<file path="src/rtl/rx_mac_if.sv">
// XGMII receive and AXI-Stream output bundles for rx_mac.
// rx_mac_xgmii_if : 32-bit XGMII receive word plus qualifier (master = PHY side).
// rx_mac_axis_if  : AXI-Stream frame output without backpressure (master = rx_mac).

interface rx_mac_xgmii_if #(
  parameter int DATA_W = 32,
  parameter int CTRL_W = 4
);
  logic [DATA_W-1:0] rxd;
  logic [CTRL_W-1:0] rxc;
  logic              valid;

  modport master (output rxd, rxc, valid);
  modport slave  (input  rxd, rxc, valid);
endinterface

interface rx_mac_axis_if #(
  parameter int DATA_W = 32,
  parameter int CTRL_W = 4
);
  logic [DATA_W-1:0] tdata;
  logic [CTRL_W-1:0] tkeep;
  logic              tvalid;
  logic              tlast;
  logic              tuser;

  modport master (output tdata, tkeep, tvalid, tlast, tuser);
  modport slave  (input  tdata, tkeep, tvalid, tlast, tuser);
endinterface

</file>
<file path="src/rtl/rx_mac.sv">
// rx_mac: XGMII (32-bit, 4 lanes) receive MAC to AXI-Stream.
// Detects start + SFD, streams payload through a two-word delay buffer so the
// trailing 4-byte FCS is never forwarded, and flags bad frames on tuser.
// Optional feature: define RX_MAC_CRC_CHECK_EN to build the CRC-32 checker;
// without it tuser reports aborted frames only.
// The start/SFD/terminate constants assume the default 32-bit, 4-lane word.

module rx_mac #(
  parameter int XGMII_DATA_WIDTH = 32,
  parameter int XGMII_CTRL_WIDTH = 4
) (
  input  logic          i_clk,
  input  logic          i_reset_n,
  rx_mac_xgmii_if.slave xgmii,
  rx_mac_axis_if.master m_axis
);

  localparam int DW = XGMII_DATA_WIDTH;
  localparam int CW = XGMII_CTRL_WIDTH;

  localparam logic [DW-1:0] START_WORD = DW'(32'h555555FB);
  localparam logic [CW-1:0] START_CTRL = CW'(1);
  localparam logic [DW-1:0] SFD_WORD   = DW'(32'hD5555555);
  localparam logic [7:0]    TERM_CHAR  = 8'hFD;

  typedef enum logic [1:0] {
    IDLE,
    PREAMBLE,
    DATA,
    DRAIN
  } state_t;

  state_t        state_q;
  logic [DW-1:0] buf_q [2];     // [0] = older, [1] = newer word once full
  logic [1:0]    cnt_q;         // words held in buf_q, saturates at 2
  logic [CW-1:0] drain_keep_q;  // byte enables of the final beat in DRAIN
  logic          drain_bad_q;   // CRC verdict carried into DRAIN

  logic [DW-1:0] tdata_q;
  logic [CW-1:0] tkeep_q;
  logic          tvalid_q;
  logic          tlast_q;
  logic          tuser_q;

  logic          in_valid;
  logic          is_start;
  logic          is_sfd;
  logic          any_ctrl;
  logic          term_ok;
  logic [CW-1:0] term_keep;     // lanes below the first control lane
  logic          crc_bad;
  logic [DW-1:0] oldest;

  assign in_valid = xgmii.valid;
  assign is_start = (xgmii.rxc == START_CTRL) && (xgmii.rxd == START_WORD);
  assign is_sfd   = (xgmii.rxc == '0) && (xgmii.rxd == SFD_WORD);
  assign any_ctrl = |xgmii.rxc;
  // With a single word buffered it sits in the newer slot.
  assign oldest   = (cnt_q == 2'd2) ? buf_q[0] : buf_q[1];

  // Find the lowest control lane: it is a terminate only if it carries 0xFD.
  always_comb begin
    logic seen;
    // NOTE: every variable gets a default before the loop so no latch is inferred.
    seen      = 1'b0;
    term_ok   = 1'b0;
    term_keep = '0;
    for (int l = 0; l < CW; l++) begin
      if (!seen) begin
        if (xgmii.rxc[l]) begin
          seen    = 1'b1;
          term_ok = (xgmii.rxd[8*l +: 8] == TERM_CHAR);
        end else begin
          term_keep[l] = 1'b1;
        end
      end
    end
  end

`ifdef RX_MAC_CRC_CHECK_EN
  localparam logic [31:0] CRC_INIT      = 32'hFFFF_FFFF;
  localparam logic [31:0] CRC_RESIDUE   = 32'hDEBB_20E3;
  localparam logic [31:0] CRC_POLY_REFL = 32'hEDB8_8320;

  logic [31:0] crc_q;
  logic [31:0] crc_term;
  logic        crc_clear;
  logic        crc_upd;

  // Reflected CRC-32 over the enabled byte lanes, lane 0 first.
  function automatic logic [31:0] crc_bytes(input logic [31:0]   crc_in,
                                            input logic [DW-1:0] data,
                                            input logic [CW-1:0] lane_en);
    logic [31:0] c;
    c = crc_in;
    for (int l = 0; l < CW; l++) begin
      if (lane_en[l]) begin
        c = c ^ {24'h0, data[8*l +: 8]};
        for (int b = 0; b < 8; b++) begin
          c = c[0] ? ((c >> 1) ^ CRC_POLY_REFL) : (c >> 1);
        end
      end
    end
    return c;
  endfunction

  assign crc_clear = in_valid && (state_q == PREAMBLE) && is_sfd;
  assign crc_upd   = in_valid && (state_q == DATA) && !any_ctrl;
  // The terminate word contributes only the bytes below the terminate lane.
  assign crc_term  = crc_bytes(crc_q, xgmii.rxd, term_keep);
  assign crc_bad   = (crc_term != CRC_RESIDUE);

  // Running CRC: seeded at SFD, advanced on every full data/FCS word.
  always_ff @(posedge i_clk or negedge i_reset_n) begin
    if (!i_reset_n) begin
      crc_q <= CRC_INIT;
    end else if (crc_clear) begin
      crc_q <= CRC_INIT;
    end else if (crc_upd) begin
      crc_q <= crc_bytes(crc_q, xgmii.rxd, '1);
    end
  end
`else
  assign crc_bad = 1'b0;
`endif

  // Frame FSM with buffer management and registered AXI-Stream outputs.
  always_ff @(posedge i_clk or negedge i_reset_n) begin
    if (!i_reset_n) begin
      state_q      <= IDLE;
      // NOTE: the two-word buffer is a plain register pair, so it is cleared on reset like any other flop.
      buf_q[0]     <= '0;
      buf_q[1]     <= '0;
      cnt_q        <= '0;
      drain_keep_q <= '0;
      drain_bad_q  <= 1'b0;
      tdata_q      <= '0;
      tkeep_q      <= '0;
      tvalid_q     <= 1'b0;
      tlast_q      <= 1'b0;
      tuser_q      <= 1'b0;
    end else begin
      // NOTE: non-blocking assignments so every register samples pre-edge values.
      tvalid_q <= 1'b0;
      tlast_q  <= 1'b0;
      tuser_q  <= 1'b0;

      case (state_q)
        IDLE: begin
          if (in_valid && is_start) begin
            state_q <= PREAMBLE;
          end
        end

        PREAMBLE: begin
          if (in_valid) begin
            cnt_q   <= '0;
            state_q <= is_sfd ? DATA : IDLE;
          end
        end

        DATA: begin
          if (in_valid) begin
            if (!any_ctrl) begin
              // Plain data/FCS word: release the oldest once two are held.
              if (cnt_q == 2'd2) begin
                tdata_q  <= buf_q[0];
                tkeep_q  <= '1;
                tvalid_q <= 1'b1;
              end else begin
                cnt_q <= cnt_q + 2'd1;
              end
              buf_q[0] <= buf_q[1];
              buf_q[1] <= xgmii.rxd;
            end else if (term_ok) begin
              cnt_q <= '0;
              if (cnt_q != 2'd2) begin
                // Too short to hold payload beyond the FCS: drop silently.
                state_q <= IDLE;
              end else if (xgmii.rxc[0]) begin
                // Terminate in lane 0: the newer word is pure FCS.
                tdata_q  <= buf_q[0];
                tkeep_q  <= '1;
                tvalid_q <= 1'b1;
                tlast_q  <= 1'b1;
                tuser_q  <= crc_bad;
                state_q  <= IDLE;
              end else begin
                // Terminate in a later lane: the newer word still has payload bytes.
                tdata_q      <= buf_q[0];
                tkeep_q      <= '1;
                tvalid_q     <= 1'b1;
                buf_q[0]     <= buf_q[1];
                drain_keep_q <= term_keep;
                drain_bad_q  <= crc_bad;
                state_q      <= DRAIN;
              end
            end else begin
              // Error or misplaced control character: close the frame as bad.
              cnt_q <= '0;
              if (cnt_q != 2'd0) begin
                tdata_q  <= oldest;
                tkeep_q  <= '1;
                tvalid_q <= 1'b1;
                tlast_q  <= 1'b1;
                tuser_q  <= 1'b1;
              end
              state_q <= IDLE;
            end
          end
        end

        DRAIN: begin
          // Final partial beat; a start word may already arrive in this cycle.
          tdata_q  <= buf_q[0];
          tkeep_q  <= drain_keep_q;
          tvalid_q <= 1'b1;
          tlast_q  <= 1'b1;
          tuser_q  <= drain_bad_q;
          state_q  <= (in_valid && is_start) ? PREAMBLE : IDLE;
        end

        default: state_q <= IDLE;
      endcase
    end
  end

  assign m_axis.tdata  = tdata_q;
  assign m_axis.tkeep  = tkeep_q;
  assign m_axis.tvalid = tvalid_q;
  assign m_axis.tlast  = tlast_q;
  assign m_axis.tuser  = tuser_q;

endmodule

</file>
<file path="src/flat_wrapper.sv">
// flat-port wrapper written by rule: the top's interface ports become plain ports
module rx_mac_flat 
#(
  parameter int XGMII_DATA_WIDTH = 32,
  parameter int XGMII_CTRL_WIDTH = 4
)
  (i_clk, i_reset_n, xgmii_rxd, xgmii_rxc, xgmii_valid, m_axis_tdata, m_axis_tkeep, m_axis_tvalid, m_axis_tlast, m_axis_tuser);
  rx_mac_xgmii_if #(.DATA_W(32), .CTRL_W(4)) xgmii_i ();
  rx_mac_axis_if #(.DATA_W(32), .CTRL_W(4)) m_axis_i ();
  input  logic i_clk;
  input  logic i_reset_n;
  input wire logic [$bits(xgmii_i.rxd)-1:0] xgmii_rxd;
  input wire logic [$bits(xgmii_i.rxc)-1:0] xgmii_rxc;
  input wire logic [$bits(xgmii_i.valid)-1:0] xgmii_valid;
  output wire logic [$bits(m_axis_i.tdata)-1:0] m_axis_tdata;
  output wire logic [$bits(m_axis_i.tkeep)-1:0] m_axis_tkeep;
  output wire logic [$bits(m_axis_i.tvalid)-1:0] m_axis_tvalid;
  output wire logic [$bits(m_axis_i.tlast)-1:0] m_axis_tlast;
  output wire logic [$bits(m_axis_i.tuser)-1:0] m_axis_tuser;
  assign xgmii_i.rxd = xgmii_rxd;
  assign xgmii_i.rxc = xgmii_rxc;
  assign xgmii_i.valid = xgmii_valid;
  assign m_axis_tdata = m_axis_i.tdata;
  assign m_axis_tkeep = m_axis_i.tkeep;
  assign m_axis_tvalid = m_axis_i.tvalid;
  assign m_axis_tlast = m_axis_i.tlast;
  assign m_axis_tuser = m_axis_i.tuser;
  rx_mac #(.XGMII_DATA_WIDTH(XGMII_DATA_WIDTH), .XGMII_CTRL_WIDTH(XGMII_CTRL_WIDTH)) u_core (.i_clk(i_clk), .i_reset_n(i_reset_n), .xgmii(xgmii_i), .m_axis(m_axis_i));
endmodule
</file>
<file path="config.mk">
export PLATFORM = sky130hd
export DESIGN_NAME = rx_mac_flat
export DESIGN_NICKNAME = d
export VERILOG_FILES = /design/src/rtl/rx_mac_if.sv /design/src/rtl/rx_mac.sv /design/src/flat_wrapper.sv
export SDC_FILE = /design/constraint.sdc
export NUM_CORES = 1
export LEC_CHECK = 0
export CORE_MARGIN = 10
export CORE_UTILIZATION = 54
export DETAILED_ROUTE_END_ITERATION = 7
export HOLD_SLACK_MARGIN = 0.03
export PLACE_DENSITY = 0.8
export SLEW_MARGIN = 15
export SYNTH_ARGS = -nofsm -noshare
export SYNTH_HDL_FRONTEND = slang
export SYNTH_SLANG_ARGS = --single-unit
</file>
<file path="constraint.sdc">
create_clock -name i_clk -period 2.6 [get_ports i_clk]
set_input_delay 0.78 -clock i_clk [delete_from_list [all_inputs] [get_ports i_clk]]
set_output_delay 0.78 -clock i_clk [all_outputs]
set_load 0.1 [all_outputs]
</file>
======== Word-level counts from Yosys, hierarchy flattened ========
Cells that the tools add are included.
cells by class
  $add $sub $neg .......................... 1
  shift-type cells ........................ 0
  bitwise operators ....................... 3
  multiply operators ...................... 0
  div/mod/pow operators ................... 0
  eq/ne operators ......................... 23
  $lt $le $gt $ge ......................... 0
  reduce and logical (&&, ||, !) cells .... 15
  muxes and demuxes ....................... 68
operator list
  kind                  number
  $mux 32               11
  $pmux 32 s2           1
  $mux 1                33
  $eq 32x31->1 const B  1
  $eq 32x32->1 const B  1
  $eq 8x8->1 const B    4
  $mux 2                12
  $mux 4                6
  $ne 2x2->1 const B    6
  $reduce_and 5->1      2
  $ne 4x4->1 const B    2
  $pmux 2 s4            1
  $pmux 4 s2            1
  $reduce_and 4->1      2
  $eq 2x2->1 const B    3
  $reduce_and 6->1      1
  $reduce_bool 2->1     3
  $eq 4x1->1 const B    1
  $logic_not 4->1       1
  $ne 2x1->1 const B    2
  $pmux 1 s2            2
  $pmux 2 s2            1
  $reduce_or 4->1       1
  $logic_and 1x1->1     3
  7 further kinds       9
word-level totals
  memory bits (read-only) ................. 0
  input port bits ......................... 39
  bits in latches ......................... 0
  logic and storage cells ................. 120
  memories kept ........................... 0
  RAM bits ................................ 0
  output and inout bits ................... 39
  register bits after elaboration ......... 111

======== Longest topological paths before layout ========
  depth after elaboration ................. 12
  depth in mapped cells ................... 9
  depth with buffers taken out ............ 7

======== Worst setup path after synthesis ========
Ideal clock, no wire load.
  kind .................................... input -> register
  start point ............................. in xgmii_rxc[0]
  end point ............................... reg u_core.tdata_q[12] (netlist: u_core.m_axis.tdata[12])
  stages on the path ...................... 7
  required time ........................... 2.474 ns
  setup slack ............................. -0.224 ns
  arrival time ............................ 2.697 ns
  library setup time ...................... 0.126 ns
  path buffers ............................ 1
  path through ............................ nor3_2 -> nand2_1 -> or4_4 -> nand4_1 -> buf_1 -> mux2_2 -> mux2_4
between the ends
  word-level cells in the longest chain between the ends .. 11
  elaborated cells on any way between the ends .. 19
RTL lines
  what                  RTL line            RTL
  from (decl)           flat_wrapper.sv:13  input wire logic [$bits(xgmii_i.rxc)-1:0] xgmii_rxc;
  $mux 1 (2 in a row)   rx_mac.sv:70        if (xgmii.rxc[l]) begin
  $mux 1                rx_mac.sv:69        if (!seen) begin
  $mux 1                rx_mac.sv:70
  $mux 1                rx_mac.sv:69
  $mux 1                rx_mac.sv:70
  $mux 1                rx_mac.sv:69
  $mux 32               rx_mac.sv:175       end else if (term_ok) begin
  $mux 32               rx_mac.sv:164       if (!any_ctrl) begin
  $mux 32               rx_mac.sv:163       if (in_valid) begin
  $pmux 32 s2           rx_mac.sv:148       case (state_q)
  to (signal assigned)  rx_mac.sv:167       tdata_q <= buf_q[0];
  to (signal assigned)  rx_mac.sv:182       tdata_q <= buf_q[0];
  to (signal assigned)  rx_mac.sv:190       tdata_q <= buf_q[0];
  to (decl)             rx_mac.sv:39        logic [DW-1:0] tdata_q;
Several ways; a longest one is shown, not always the timed one. The select of a mux whose other input is x is not followed.
A chain may end at the register's enable or synchronous reset.

======== Worst setup path after layout ========
  start point ............................. in xgmii_rxd[30]
  end point ............................... reg u_core.tkeep_q[3] (netlist: u_core.m_axis.tkeep[3])
between the ends
  word-level cells in the longest chain between the ends .. 7
  elaborated cells on any way between the ends .. 10
RTL lines
  what                  RTL line            RTL
  from (decl)           flat_wrapper.sv:12  input wire logic [$bits(xgmii_i.rxd)-1:0] xgmii_rxd;
  $eq 8x8->1 (*)        rx_mac.sv:72        term_ok = (xgmii.rxd[8*l +: 8] == TERM_CHAR);
  $mux 1 (*)            rx_mac.sv:70
  $mux 1 (*)            rx_mac.sv:69
  $mux 4                rx_mac.sv:175
  $mux 4                rx_mac.sv:164
  $mux 4                rx_mac.sv:163
  $pmux 4 s2            rx_mac.sv:148
  to (signal assigned)  rx_mac.sv:216       tkeep_q <= drain_keep_q;
  to (decl)             rx_mac.sv:40        logic [CW-1:0] tkeep_q;
Every way passes the cells marked *; elsewhere a longest branch is shown, timed or not. The select of a mux whose other input is x is not followed.

==> impl_metrics.env <==
export IMPL_maxCapViolations=0
export IMPL_status="complete, but fails checks"
export IMPL_grt_pass1_wl_um=19600
export IMPL_crit_start="xgmii_rxd[30]"
export IMPL_clk_insertion_delay_late_ns=0.38
export IMPL_clk_pin_slew_ns=0.11
export IMPL_worst_pin_slew_ns=0.525
export IMPL_p_sw_w=0.000858
export IMPL_place_detailed_hpwl_um=8390
export IMPL_endpoint="u_core.m_axis.tkeep[3]$_DFFE_PN0P_"
export IMPL_ir_drop_mv=0.281
export IMPL_cts_buffers=9
export IMPL_first_pass_iters=4
export IMPL_routed_wl_um=12600
export IMPL_whs_ns=0.374
export IMPL_arrival_ns=2.99
export IMPL_cellPowerDensity_mw_per_mm2=489
export IMPL_ys_seq_elements=111
export IMPL_yosysUniqueCellTypes=43
export IMPL_pre_cts_slack_ns=-0.783
export IMPL_p_int_w=0.00237
export IMPL_max_freq_ghz=0.365
export IMPL_die_area_mm2=0.0137
export IMPL_pwr_share_comb_pct=12.3
export IMPL_synth_top_area_share_pct=54.6
export IMPL_die_y_um=117
export IMPL_cts_sinks=111
export IMPL_wl_per_cell_um=21.0
export IMPL_pwr_share_seq_pct=54.5
export IMPL_r2r_start="u_core.state_q[0]$_DFFE_PN0P_"
export IMPL_io_pins=78
export IMPL_grt_max_degree=44
export IMPL_end_kind="flop"
export IMPL_drive_gt1_share_pct=57.8
export IMPL_synth_edf_count=0
export IMPL_slew_headroom_pct=65.0
export IMPL_netlist_instances=347
export IMPL_track_usage_pct=18.6
export IMPL_cts_root_buf="clkbuf_8"
export IMPL_synth_nets=393
export IMPL_grt_remaining_overflow=0
export IMPL_place_gp_congestion=0.924
export IMPL_avgSynthCellArea_um2=14.7
export IMPL_fin_ws_ns=-0.137
export IMPL_r2r_cells=9
export IMPL_maxSlewViolCount=0
export IMPL_setup_viol=36
export IMPL_p_sw_share_pct=26.6
export IMPL_rsz0062_at_grt="yes"
export IMPL_synth_cell_area_mm2=0.00508
export IMPL_n_antenna_cell=0
export IMPL_tritoncts="built"
export IMPL_h_tree_depth=3
export IMPL_core_mm2=0.00920
export IMPL_r2r_slack_ns=0.15
export IMPL_grt_pass1_vias=3806
export IMPL_nNetsFinal=530
export IMPL_die_x_um=117
export IMPL_antenna_found_initial=0
export IMPL_async_flop_share_pct=100
export IMPL_synth_area_leaders="dfrtp_1 55%, mux2_2 23%, mux2_4 8.9%"
export IMPL_port_buffers=77
export IMPL_finalCriticalPeriod_ns=2.74
export IMPL_ys_seq_area_share_pct=54.6
export IMPL_area_growth_pct=29.7
export IMPL_fp_row_count=35
export IMPL_worstReg2RegEnd="u_core.m_axis.tdata[3]$_DFFE_PN0P_"
export IMPL_layout_common_cells="111 x dfrtp_1, 103 x mux2_2, 90 x buf_4"
export IMPL_hold_buffers=0
export IMPL_clkPwrFrac_pct=33.2
export IMPL_start_util_pct=55.3
export IMPL_final_util_pct=71.7
export IMPL_drc=0
export IMPL_dpl_instance_area_mm2=0.00622
export IMPL_ys_flop_type="dfrtp_1"
export IMPL_ys_warn_count=0
export IMPL_vias=3410
export IMPL_min_period_over_period_pct=105
export IMPL_worstHoldPathType="in2async"
export IMPL_synth_top_area_cell="dfrtp_1"
export IMPL_crit_path_max_fanout=8
export IMPL_finalInstanceArea_mm2=0.00659
export IMPL_finClkSkew_ns=0.0216
export IMPL_ant_nets=0
export IMPL_final_common_cell="dfrtp_1"
export IMPL_via_per_inst=5.69
export IMPL_violations="setup timing"
export IMPL_finalHoldViolCount=0
export IMPL_required_ns=2.85
export IMPL_clk_path_buf_depth=2
export IMPL_p_leak_nw=3.37
export IMPL_drtIter0Drc=206
export IMPL_final_setup_tns_ns=-3.93
export IMPL_crit_path_start_kind="input pin"
export IMPL_critical_path_class="in2reg"
[cell type report]
class / count / area (µm²)
Clock buffer: 9 / 124
Clock inverter: 6 / 78.8
Fill cell: 630 / 2610
Inverter: 9 / 33.8
Multi-Input combinational cell: 213 / 2200
Sequential cell: 111 / 2780
Tap cell: 111 / 139
Timing Repair Buffer: 140 / 1240
[critical path, cell delays in order]
cell and delay (ns):
dlygate4sd2_1 0.22, nand4_1 0.23, or4_4 0.54, and4b_4 0.24, a221o_2 0.37, buf_12 0.17, buf_8 0.14, mux2_4 0.29
[cells in the mapped netlist, types with 2 or more instances]
library cell,number
o21ai_0,4
buf_1,4
nor3_1,2
clkbuf_1,4
nand4_1,7
buf_2,2
a21oi_1,2
a31oi_1,2
mux2_2,103
o31ai_1,2
nor2_1,8
ha_1,7
nor4_1,7
nand2_1,10
nand4b_1,2
mux2_4,30
inv_1,9
nand2b_1,3
dfrtp_1,111
buf_12,3
nand3_1,3
[how the worst min path moves through the flow]
stage,start,endpoint,slack [ns],cells past startpoint
2_1_floorplan,u_core.drain_keep_q[0]$_DFFE_PN0P_,u_core.drain_keep_q[0]$_DFFE_PN0P_,0.43,1
3_3_place_gp,u_core.drain_keep_q[0]$_DFFE_PN0P_,u_core.drain_keep_q[0]$_DFFE_PN0P_,0.45,1
5_1_grt,i_reset_n,u_core.m_axis.tdata[22]$_DFFE_PN0P_,0.39,1
3_5_place_dp,u_core.drain_keep_q[0]$_DFFE_PN0P_,u_core.drain_keep_q[0]$_DFFE_PN0P_,0.45,1
4_1_cts,i_reset_n,u_core.m_axis.tdata[22]$_DFFE_PN0P_,0.38,1
6_report,i_reset_n,u_core.m_axis.tdata[22]$_DFFE_PN0P_,0.37,1
[power groups by stage]
stage	logic [W]	registers, W	clock network, W
after floorplan	0.000119	0.00184	0
after global placement	0.000371	0.00179	0
after detailed placement	0.000381	0.00179	0
after CTS	0.000395	0.00176	0.00110
after global routing	0.000428	0.00176	0.00117
final	0.000396	0.00176	0.00107
[per-stage QoR]
step                      cells  total power (W)
after floorplan             347          0.00196
after global placement      568          0.00216
after detailed placement    568          0.00217
after CTS                   598          0.00325
after global routing        599          0.00336
final                       599          0.00323
[repair_timing]
action,CTS,global route
cloned,4,0
buffers inserted,12,2
setup endpoints to repair,72,38
pin swaps,14,8
resized for setup,73,26
[cells by family (layout without fill, tap and decap cells)]
kind of cell	after synthesis	after routing	synth area share, %
AOI/OAI and AO/OA	18	18	2.46
adders and majority gates	7	7	1.72
DFF	111	111	54.6
and+or+nand+nor	54	54	6.45
buffers and inverters	23	164	2.85
muxes	134	134	31.9
[state kept, by name (all words and copies together), names as in the netlist]
signal	flops
u_core.m_axis.tlast	1
u_core.m_axis.tuser	1
u_core.state_q	2
u_core.drain_keep_q	4
u_core.cnt_q	2
u_core.m_axis.tdata	32
u_core.buf_q	64
u_core.m_axis.tvalid	1
u_core.m_axis.tkeep	4
[routing by layer]
layer	track usage [%]	part of all wire [%]	vias to the layer above
met1	22.3	41	1753
met2	32.6	52	108
li1	-	-	1536
met4	4.45	1.2	0
met3	4.64	5.5	13
met5	0	0	-
Note: power is estimated with default switching activity, not from simulation.
